==> config.mk <==
export PLATFORM = sky130hd
export DESIGN_NAME = mem_stage
export DESIGN_NICKNAME = d
export VERILOG_FILES = /design/src/rtl/mem_stage_pkg.sv /design/src/rtl/mem_timeout_ctr.sv /design/src/rtl/mem_stage.sv
export SDC_FILE = /design/constraint.sdc
export NUM_CORES = 1
export LEC_CHECK = 0
export CORE_MARGIN = 2
export CORE_UTILIZATION = 47
export CTS_CLUSTER_DIAMETER = 30
export DETAILED_ROUTE_END_ITERATION = 12
export GPL_ROUTABILITY_DRIVEN = 0
export HOLD_SLACK_MARGIN = 0.1
export PLACE_DENSITY = 0.86
export SYNTH_ARGS = -nofsm -noshare
export SYNTH_HDL_FRONTEND = slang
export SYNTH_SLANG_ARGS = --single-unit
==> constraint.sdc <==
create_clock -name clk -period 2.1 [get_ports clk]
set_input_delay 0.42 -clock clk [delete_from_list [all_inputs] [get_ports clk]]
set_output_delay 0.42 -clock clk [all_outputs]
set_load 0.02 [all_outputs]
==> src/rtl/mem_stage_pkg.sv <==
// mem_stage_pkg: shared FSM state encoding and datapath widths for the memory stage.
package mem_stage_pkg;
  typedef enum logic {IDLE = 1'b0, BUSY = 1'b1} state_t;
  localparam int WORD_W = 32;
  localparam int REG_W = 4;
endpackage

==> src/rtl/mem_timeout_ctr.sv <==
// mem_timeout_ctr: BUSY wait counter; clr zeroes it, en counts a no-ack cycle,
// expire flags the counting cycle that reaches LIMIT.
// Ports: clk, rst_n (async, active-low), clr, en, expire.
module mem_timeout_ctr #(
  parameter int LIMIT = 15,
  parameter int W = 4
) (
  input  logic clk,
  input  logic rst_n,
  input  logic clr,
  input  logic en,
  output logic expire
);
  logic [W-1:0] cnt;
  always_ff @(posedge clk or negedge rst_n)
    if (!rst_n) cnt <= '0;
    else if (clr) cnt <= '0;
    else if (en) cnt <= cnt + 1'b1;
  assign expire = en & (cnt == W'(LIMIT - 1));
endmodule

==> src/rtl/mem_stage.sv <==
// mem_stage: pipeline MEM stage; passes ALU results through in one cycle and runs
// loads/stores as a stalled IDLE/BUSY handshake with dmem, aborting after TIMEOUT_CYCLES.
// Ports: clk, rst_n (async, active-low); EX/MEM bundle valid_in, MReg_in, MR_in, MW_in,
// EnRW_in, ALU_out_in, rd2_in, reg_rd_in; stall_out; dmem_req/we/addr/wdata/rdata/ack;
// MEM/WB wb_valid, wb_we, wb_data, wb_rd; mem_err pulse.
// Option: define MEM_MISALIGN_TRAP_EN to trap memory ops with ALU_out_in[1:0] != 0.
module mem_stage
  import mem_stage_pkg::*;
#(
  parameter int TIMEOUT_CYCLES = 15
) (
  input  logic              clk,
  input  logic              rst_n,
  input  logic              valid_in,
  input  logic              MReg_in,
  input  logic              MR_in,
  input  logic              MW_in,
  input  logic              EnRW_in,
  input  logic [WORD_W-1:0] ALU_out_in,
  input  logic [WORD_W-1:0] rd2_in,
  input  logic [REG_W-1:0]  reg_rd_in,
  output logic              stall_out,
  output logic              dmem_req,
  output logic              dmem_we,
  output logic [WORD_W-1:0] dmem_addr,
  output logic [WORD_W-1:0] dmem_wdata,
  input  logic [WORD_W-1:0] dmem_rdata,
  input  logic              dmem_ack,
  output logic              wb_valid,
  output logic              wb_we,
  output logic [WORD_W-1:0] wb_data,
  output logic [REG_W-1:0]  wb_rd,
  output logic              mem_err
);
  localparam int CNT_W = $clog2(TIMEOUT_CYCLES + 1) > 4 ? $clog2(TIMEOUT_CYCLES + 1) : 4;
  state_t state, state_nxt;
  logic idle, busy, plain, mem_op, mis, start, done, expire, reject;
  logic op_w, mreg_q, enrw_q;
  logic [REG_W-1:0] rd_q;
  logic wbv_nxt, wbwe_nxt, err_nxt;
  logic [WORD_W-1:0] wbdata_nxt;
  logic [REG_W-1:0] wbrd_nxt;
`ifdef MEM_MISALIGN_TRAP_EN
  assign mis = |ALU_out_in[1:0];
`else
  assign mis = 1'b0;
`endif
  assign idle = state == IDLE;
  assign busy = state == BUSY;
  assign mem_op = MR_in ^ MW_in;
  assign plain = valid_in & ~MR_in & ~MW_in;
  assign start = idle & valid_in & mem_op & ~mis;
  assign done = busy & dmem_ack;
  // accepted in IDLE without an access: MR&MW both set, or a trapped misaligned op
  assign reject = idle & valid_in & ~plain & ~start;
  // counting only on no-ack BUSY cycles makes a same-cycle ack win over expiry
  mem_timeout_ctr #(.LIMIT(TIMEOUT_CYCLES), .W(CNT_W)) u_ctr (
    .clk(clk), .rst_n(rst_n), .clr(idle), .en(busy & ~dmem_ack), .expire(expire)
  );
  always_ff @(posedge clk or negedge rst_n)
    if (!rst_n) state <= IDLE;
    else state <= state_nxt;
  always_comb
    state_nxt = idle ? (start ? BUSY : IDLE) : ((dmem_ack | expire) ? IDLE : BUSY);
  always_comb begin
    stall_out = rst_n & (start | (busy & ~dmem_ack));
    dmem_req = busy;
    dmem_we = busy & op_w;
    wbv_nxt = (idle & valid_in & ~start) | done | expire;
    wbwe_nxt = idle ? plain & EnRW_in : done & ~op_w & enrw_q;
    wbdata_nxt = (idle & plain) ? ALU_out_in :
                 done ? ((~op_w & mreg_q) ? dmem_rdata : dmem_addr) : wb_data;
    wbrd_nxt = (idle & valid_in & ~start) ? reg_rd_in : (done | expire) ? rd_q : wb_rd;
    err_nxt = reject | expire;
  end
  always_ff @(posedge clk or negedge rst_n)
    if (!rst_n) begin
      dmem_addr <= '0;
      dmem_wdata <= '0;
      rd_q <= '0;
      op_w <= 1'b0;
      mreg_q <= 1'b0;
      enrw_q <= 1'b0;
      wb_valid <= 1'b0;
      wb_we <= 1'b0;
      wb_data <= '0;
      wb_rd <= '0;
      mem_err <= 1'b0;
    end else begin
      if (start) begin
        dmem_addr <= {ALU_out_in[WORD_W-1:2], 2'b00};
        dmem_wdata <= rd2_in;
        rd_q <= reg_rd_in;
        op_w <= MW_in;
        mreg_q <= MReg_in;
        enrw_q <= EnRW_in;
      end
      wb_valid <= wbv_nxt;
      wb_we <= wbwe_nxt;
      wb_data <= wbdata_nxt;
      wb_rd <= wbrd_nxt;
      mem_err <= err_nxt;
    end
endmodule

==> results.ini, run 1 <==
[outcome]
status = completed

[routing]
vias = 4455
wl_um = 16300
ant_nets = 0
initialDrtViolationCount = 355
via_per_inst = 5.54
drc = 0
routedWlPerCell_um = 20.3
dr.pass1.iters = 6

[timing]
hold_ws_ns = 0.177
clock_skew_ns = 0.00564
tns_ns = 0
maxSlewViolCount = 0
fmax_mhz = 492
hold_viol_final = 0
rsz0062_at_grt = true
period_needed_ns = 2.03
setup_violations = 0
timing.final.crit_share = 0.967
slew_headroom = 0.487
tightestPinTransition_ns = 0.770

[worst_setup_path]
critPathArrivalTime_ns = 1.61
cp-start-kind = register
crit_buf_inv = 2
crit_type = reg -> out
cp_slowest_cell = clkdlybuf4s50_1
cp-end-kind = output port
worstPathCellList = buf_4 > clkdlybuf4s50_1
cp_top_family = buffers and inverters
path_max_fanout = 13
slowest_delay_ns = 0.63
required_ns = 1.68

[grt]
grt_overflow_total = 0
grt.met3_usage = 0.0869
grtUsageMet2 = 0.458
use_met1 = 0.318
grt_start_max_net_pins = 62
grt_pass1_wl_um = 25600
grt_pass1_vias = 4778
antenna_found_initial = 0
grt_use_total = 0.268
grt.busiest_layer = met2

[power_and_ir_drop]
p_leak_uw = 0.00370
switching_share = 0.325
cellPowerDensity_mw_per_mm2 = 1170
combPwrFrac = 0.395
p_clk_frac = 0.259
seq_power_share = 0.346
switching_power_uw = 3110
internal_power_uw = 6440
vdd_ir_drop_max_uv = 850

[clock_tree]
postCtsSetupRepairBufs = 0
hold_buffers = 0
clockRootBuffer = clkbuf_16
clock_tree.buffer_depth = 2
cts_inserted_buffers = 17
h-tree-depth = 4
path_clk_slew_ns = 0.05
clk_latency_ns = 0.40
tritoncts = built
cts_sinks = 113

[synthesis]
ys_ff_latch = 113
synthFlopType = dfrtp_1
synth_edf_count = 0
yosysSeqAreaShare = 0.526
synth_area_mm2 = 0.00538
ys_types = 37
netlist_instances = 429
synth-warning-count = 0
synth-async-reset-ratio = 1.00
avgSynthCellArea_um2 = 12.5

[cells_and_area]
layout-drive-gt1-share = 0.183
final_core_util = 0.725
fillerInstances = 745
antenna_cells = 0
fin_nets = 761
syn_to_final_growth_pct = 52.0

[placed_design]
io_buffers = 211
dpl.hpwl_um = 11200

[floorplan]
fp.dieW_um = 111
start_util = 0.477
fp.dieH_um = 111
core-area_mm2 = 0.0113
fp.dieArea_mm2 = 0.0123
rows = 39
ios = 214

[job]
max-cap-violations = 0

[min_path]
holdCritPathClass = in -> async

==> synth_stat cells (2+ instances only) <==
cell        n  share of area
dfrtp_1   113           0.53
mux2_4     68           0.19
nor2_1     36          0.025
nand2_1    33          0.023
a211oi_1   30          0.042
and3b_1    30          0.049
o31ai_1    30          0.042
clkbuf_1   16          0.011
o21ai_0    10         0.0093
buf_6       7          0.015
buf_2       6         0.0056
nand3_1     6         0.0056
a31oi_1     5         0.0058
nand2b_1    4         0.0047
nor3_1      4         0.0037
buf_1       3         0.0021
a21oi_1     2         0.0019
a22oi_1     2         0.0028
buf_4       2         0.0028
ha_1        2         0.0047
inv_1       2         0.0014
nor2b_1     2         0.0023
xor2_1      2         0.0033
==> state kept, by name, summed over array words and instances (netlist names) <==
| register | count |
|---|---|
| dmem_addr | 30 |
| dmem_req | 1 |
| dmem_wdata | 32 |
| enrw_q | 1 |
| mem_err | 1 |
| mreg_q | 1 |
| op_w | 1 |
| rd_q | 4 |
| u_ctr.cnt | 4 |
| wb_data | 32 |
| wb_rd | 4 |
| wb_valid | 1 |
| wb_we | 1 |
==> worst paths after layout <==
| check | cells after the start | slack (ns) | from | to |
|---|---|---|---|---|
| min in group clk | 1 | 0.51 | dmem_wdata[19] | dmem_wdata[19] |
| min reg2reg | 1 | 0.51 | dmem_wdata[19] | dmem_wdata[19] |
| max | 2 | 0.07 | dmem_req | dmem_req |
| max reg2reg | 5 | 0.34 | dmem_req | dmem_addr[6] |
| min | 2 | 0.18 | rst_n | wb_we |
| max in group asynchronous | 3 | 0.68 | rst_n | dmem_addr[17] |
==> layer usage <==
layer  routed length, µm  share of wire
met2                8450           0.52
met5                   0              0
met3                1140          0.070
met1                6390           0.39
met4                 310          0.019
==> logic make-up after synthesis <==
family / count (synthesis) / share of synthesized area
other: 1 / 0.000697
multiplexers: 68 / 0.190
AND/OR/NAND/NOR: 121 / 0.123
XOR/XNOR: 4 / 0.00791
buffers and inverters: 37 / 0.0384
AO/OA/AOI/OAI: 83 / 0.110
flip-flops: 113 / 0.526
adder cells (fa/ha/maj): 2 / 0.00465
==> area by class of cell <==
cell class              instances  area, µm²  share of cell area
repair buffers                236       2300               0.281
well taps                     143        179              0.0219
clock buffers                  29        500              0.0612
inverters                       3       11.3             0.00138
multi-input cells             280       2350               0.288
flip-flops and latches        113       2830               0.346
==> power groups by stage <==
stage / Combinational (µW) / Sequential [µW] / Clock, µW
finish: 3770 / 3300 / 2480
global route: 3950 / 3370 / 2620
CTS: 3800 / 3300 / 2510
detailed placement: 3780 / 3300 / 0
global placement: 3670 / 3280 / 0
floorplan: 1170 / 4000 / 0
==> per-stage QoR <==
step	instance area, µm²	power [µW]	setup WS [ns]	std cells
final	8170	9550	0.0686	804
after global routing	8170	9950	-0.000606	804
after CTS	8170	9610	0.0643	804
after detailed placement	7680	7080	-0.374	775
after global placement	7680	6950	-0.336	775
after floorplan	5380	5170	0.127	430
==> placed cells by master (no fill, tap or decap), types with 2 or more instances in the layout <==
cell type	synthesis	routed
clkbuf_1	16	9
nor2_1	36	36
inv_1	2	2
clkdlybuf4s50_1	0	208
clkbuf_16	0	17
nand3_1	6	6
a31oi_1	5	5
and3b_1	30	30
nand2b_1	4	4
xor2_1	2	2
dfrtp_1	113	113
nor3_1	4	4
nand2_1	33	33
clkbuf_8	0	3
a21oi_1	2	2
o31ai_1	30	30
ha_1	2	2
mux2_4	68	68
conb_1	1	2
buf_4	2	25
o21ai_0	10	10
a211oi_1	30	30
a22oi_1	2	2
==> repair_timing <==
| item | 4_1_cts | 5_1_grt |
|---|---|---|
| cloned | 0 | 0 |
| setup endpoints to repair | 2 | 2 |
| resized for setup | 6 | 3 |
| pin swaps | 1 | 0 |
Note: power is estimated with default switching activity, not from simulation.
==> inputs of run 2 (changes only) <==
SETUP_SLACK_MARGIN = 0.2   (was default)
==> results.ini, run 2 (synthesis gave the netlist of run 1 again) <==
[clock_tree]
hold_buffers = 0
h-tree-depth = 4
cts_sinks = 113
clock_tree.buffer_depth = 2
clockRootBuffer = clkbuf_16
clk_latency_ns = 0.40
path_clk_slew_ns = 0.05
cts_inserted_buffers = 17
tritoncts = built

[placed_design]
dpl_cell_area_mm2 = 0.00768
dpl.hpwl_um = 10400
io_buffers = 211

[grt]
antenna_found_initial = 0
grt_pass1_wl_um = 25300
grt_use_total = 0.262
grt_pass1_vias = 4814
grt_start_max_net_pins = 114
grt_overflow_total = 0

[timing]
period_needed_ns = 1.87
timing.final.crit_share = 0.890
rsz0062_at_grt = true
setup_violations = 0
maxSlewViolCount = 0
fmax_mhz = 535
clock_skew_ns = 0.00518
tightestPinTransition_ns = 0.651
slew_headroom = 0.566
hold_viol_final = 0
tns_ns = 0

[floorplan]
fp.dieW_um = 111
fp.dieH_um = 111
rows = 39
start_util = 0.477
fp.dieArea_mm2 = 0.0123
core-area_mm2 = 0.0113
ios = 214

[worst_setup_path]
required_ns = 1.68
rrSetupSlack_ns = 0.41
cp-end-kind = output port
crit_type = in -> out
path_max_fanout = 2
critPathArrivalTime_ns = 1.45
cp-start-kind = input port

[power_and_ir_drop]
cellPowerDensity_mw_per_mm2 = 1180
finalPower_uw = 9750
seq_power_share = 0.338
combPwrFrac = 0.385
p_leak_uw = 0.00378
internal_power_uw = 6620
vdd_ir_drop_max_uv = 853
switching_share = 0.321
p_clk_frac = 0.277
switching_power_uw = 3130

[cells_and_area]
reg_top3 = dmem_wdata (32), wb_data (32), dmem_addr (30)
fin_area_mm2 = 0.00825
antenna_cells = 0
final_core_util = 0.732
final_cell_mix = clkdlybuf4s50_1, dfrtp_1, mux2_4, nor2_1, nand2_1
syn_to_final_growth_pct = 53.5
seqCellArea_mm2 = 0.00283
fillerInstances = 724
layout-drive-gt1-share = 0.192
fin_nets = 759
final_common_cell = clkdlybuf4s50_1
multi_input_area_mm2 = 0.00235

[min_path]
holdCritPathClass = in -> async

[job]
max-cap-violations = 0

[routing]
vias = 4419
wl_um = 15500
drc = 0
via_per_inst = 5.50
ant_nets = 0
initialDrtViolationCount = 340
dr.pass1.iters = 4
routedWlPerCell_um = 19.3

[outcome]
status = completed

==> run 2: cell types whose count changed in the layout (fill, tap and decap cells not counted), sizes merged <==
cell,delta
clkbuf,-6
buf,-1
clkinv,+5
bufinv,+1
clkdlybuf4s50,-4
dlygate4sd2,+1
dlymetal6s2s,+3
==> run 2: path summary, 6_finish.rpt <==
path / startpoint / endpoint / depth (start not counted)
min in group clk: MR_in / op_w / 3
min reg2reg: dmem_wdata[5] / dmem_wdata[5] / 1
max reg2reg: op_w / wb_data[10] / 5
max: valid_in / stall_out / 5
max in group asynchronous: rst_n / u_ctr.cnt[0] / 2
min: rst_n / rd_q[3] / 2
==> run 2: layout make-up <==
class                      instances  area share
timing repair buffer             234       0.281
sequential                       113       0.343
clock buffer                      24      0.0608
inverter                           3     0.00136
multi-input combinational        280       0.285
tap                              143      0.0217
clock inverter                     6     0.00667
==> run 2: critical path: stages <==
cell and delay [ns]:
clkdlybuf4s50_1 0.48, nor2b_2 0.21, nand2_4 0.06, a21boi_1 0.12, buf_4 0.16
==> run 2: per-layer routing <==
layer | track usage | share of wire
met1 | 0.314 | 0.40
met3 | 0.0694 | 0.062
met2 | 0.447 | 0.52
met5 | 0 | 0
met4 | 0.115 | 0.023
==> run 2: power by group through the flow <==
stage          combinational (µW)  sequential, µW  clock, µW
2_1_floorplan                1170            4000          0
3_3_place_gp                 3690            3260          0
3_5_place_dp                 3760            3310          0
4_1_cts                      3790            3290       2730
5_1_grt                      3960            3360       2850
6_report                     3750            3290       2700
==> run 2: repair_timing <==
action,CTS,global route
resized for setup,9,6
setup endpoints to repair,3,3
pin swaps,1,1
setup buffers,1,0
==> run 2: through the flow <==
| stage | worst slack [ns] | instances | hold WS, ns |
|---|---|---|---|
| after floorplan | 0.287 | 430 | 0.124 |
| after global placement | -0.277 | 772 | 0.490 |
| after detailed placement | -0.285 | 772 | 0.492 |
| after CTS | 0.0548 | 803 | 0.142 |
| after global routing | 0.159 | 803 | 0.161 |
| final | 0.231 | 803 | 0.0737 |
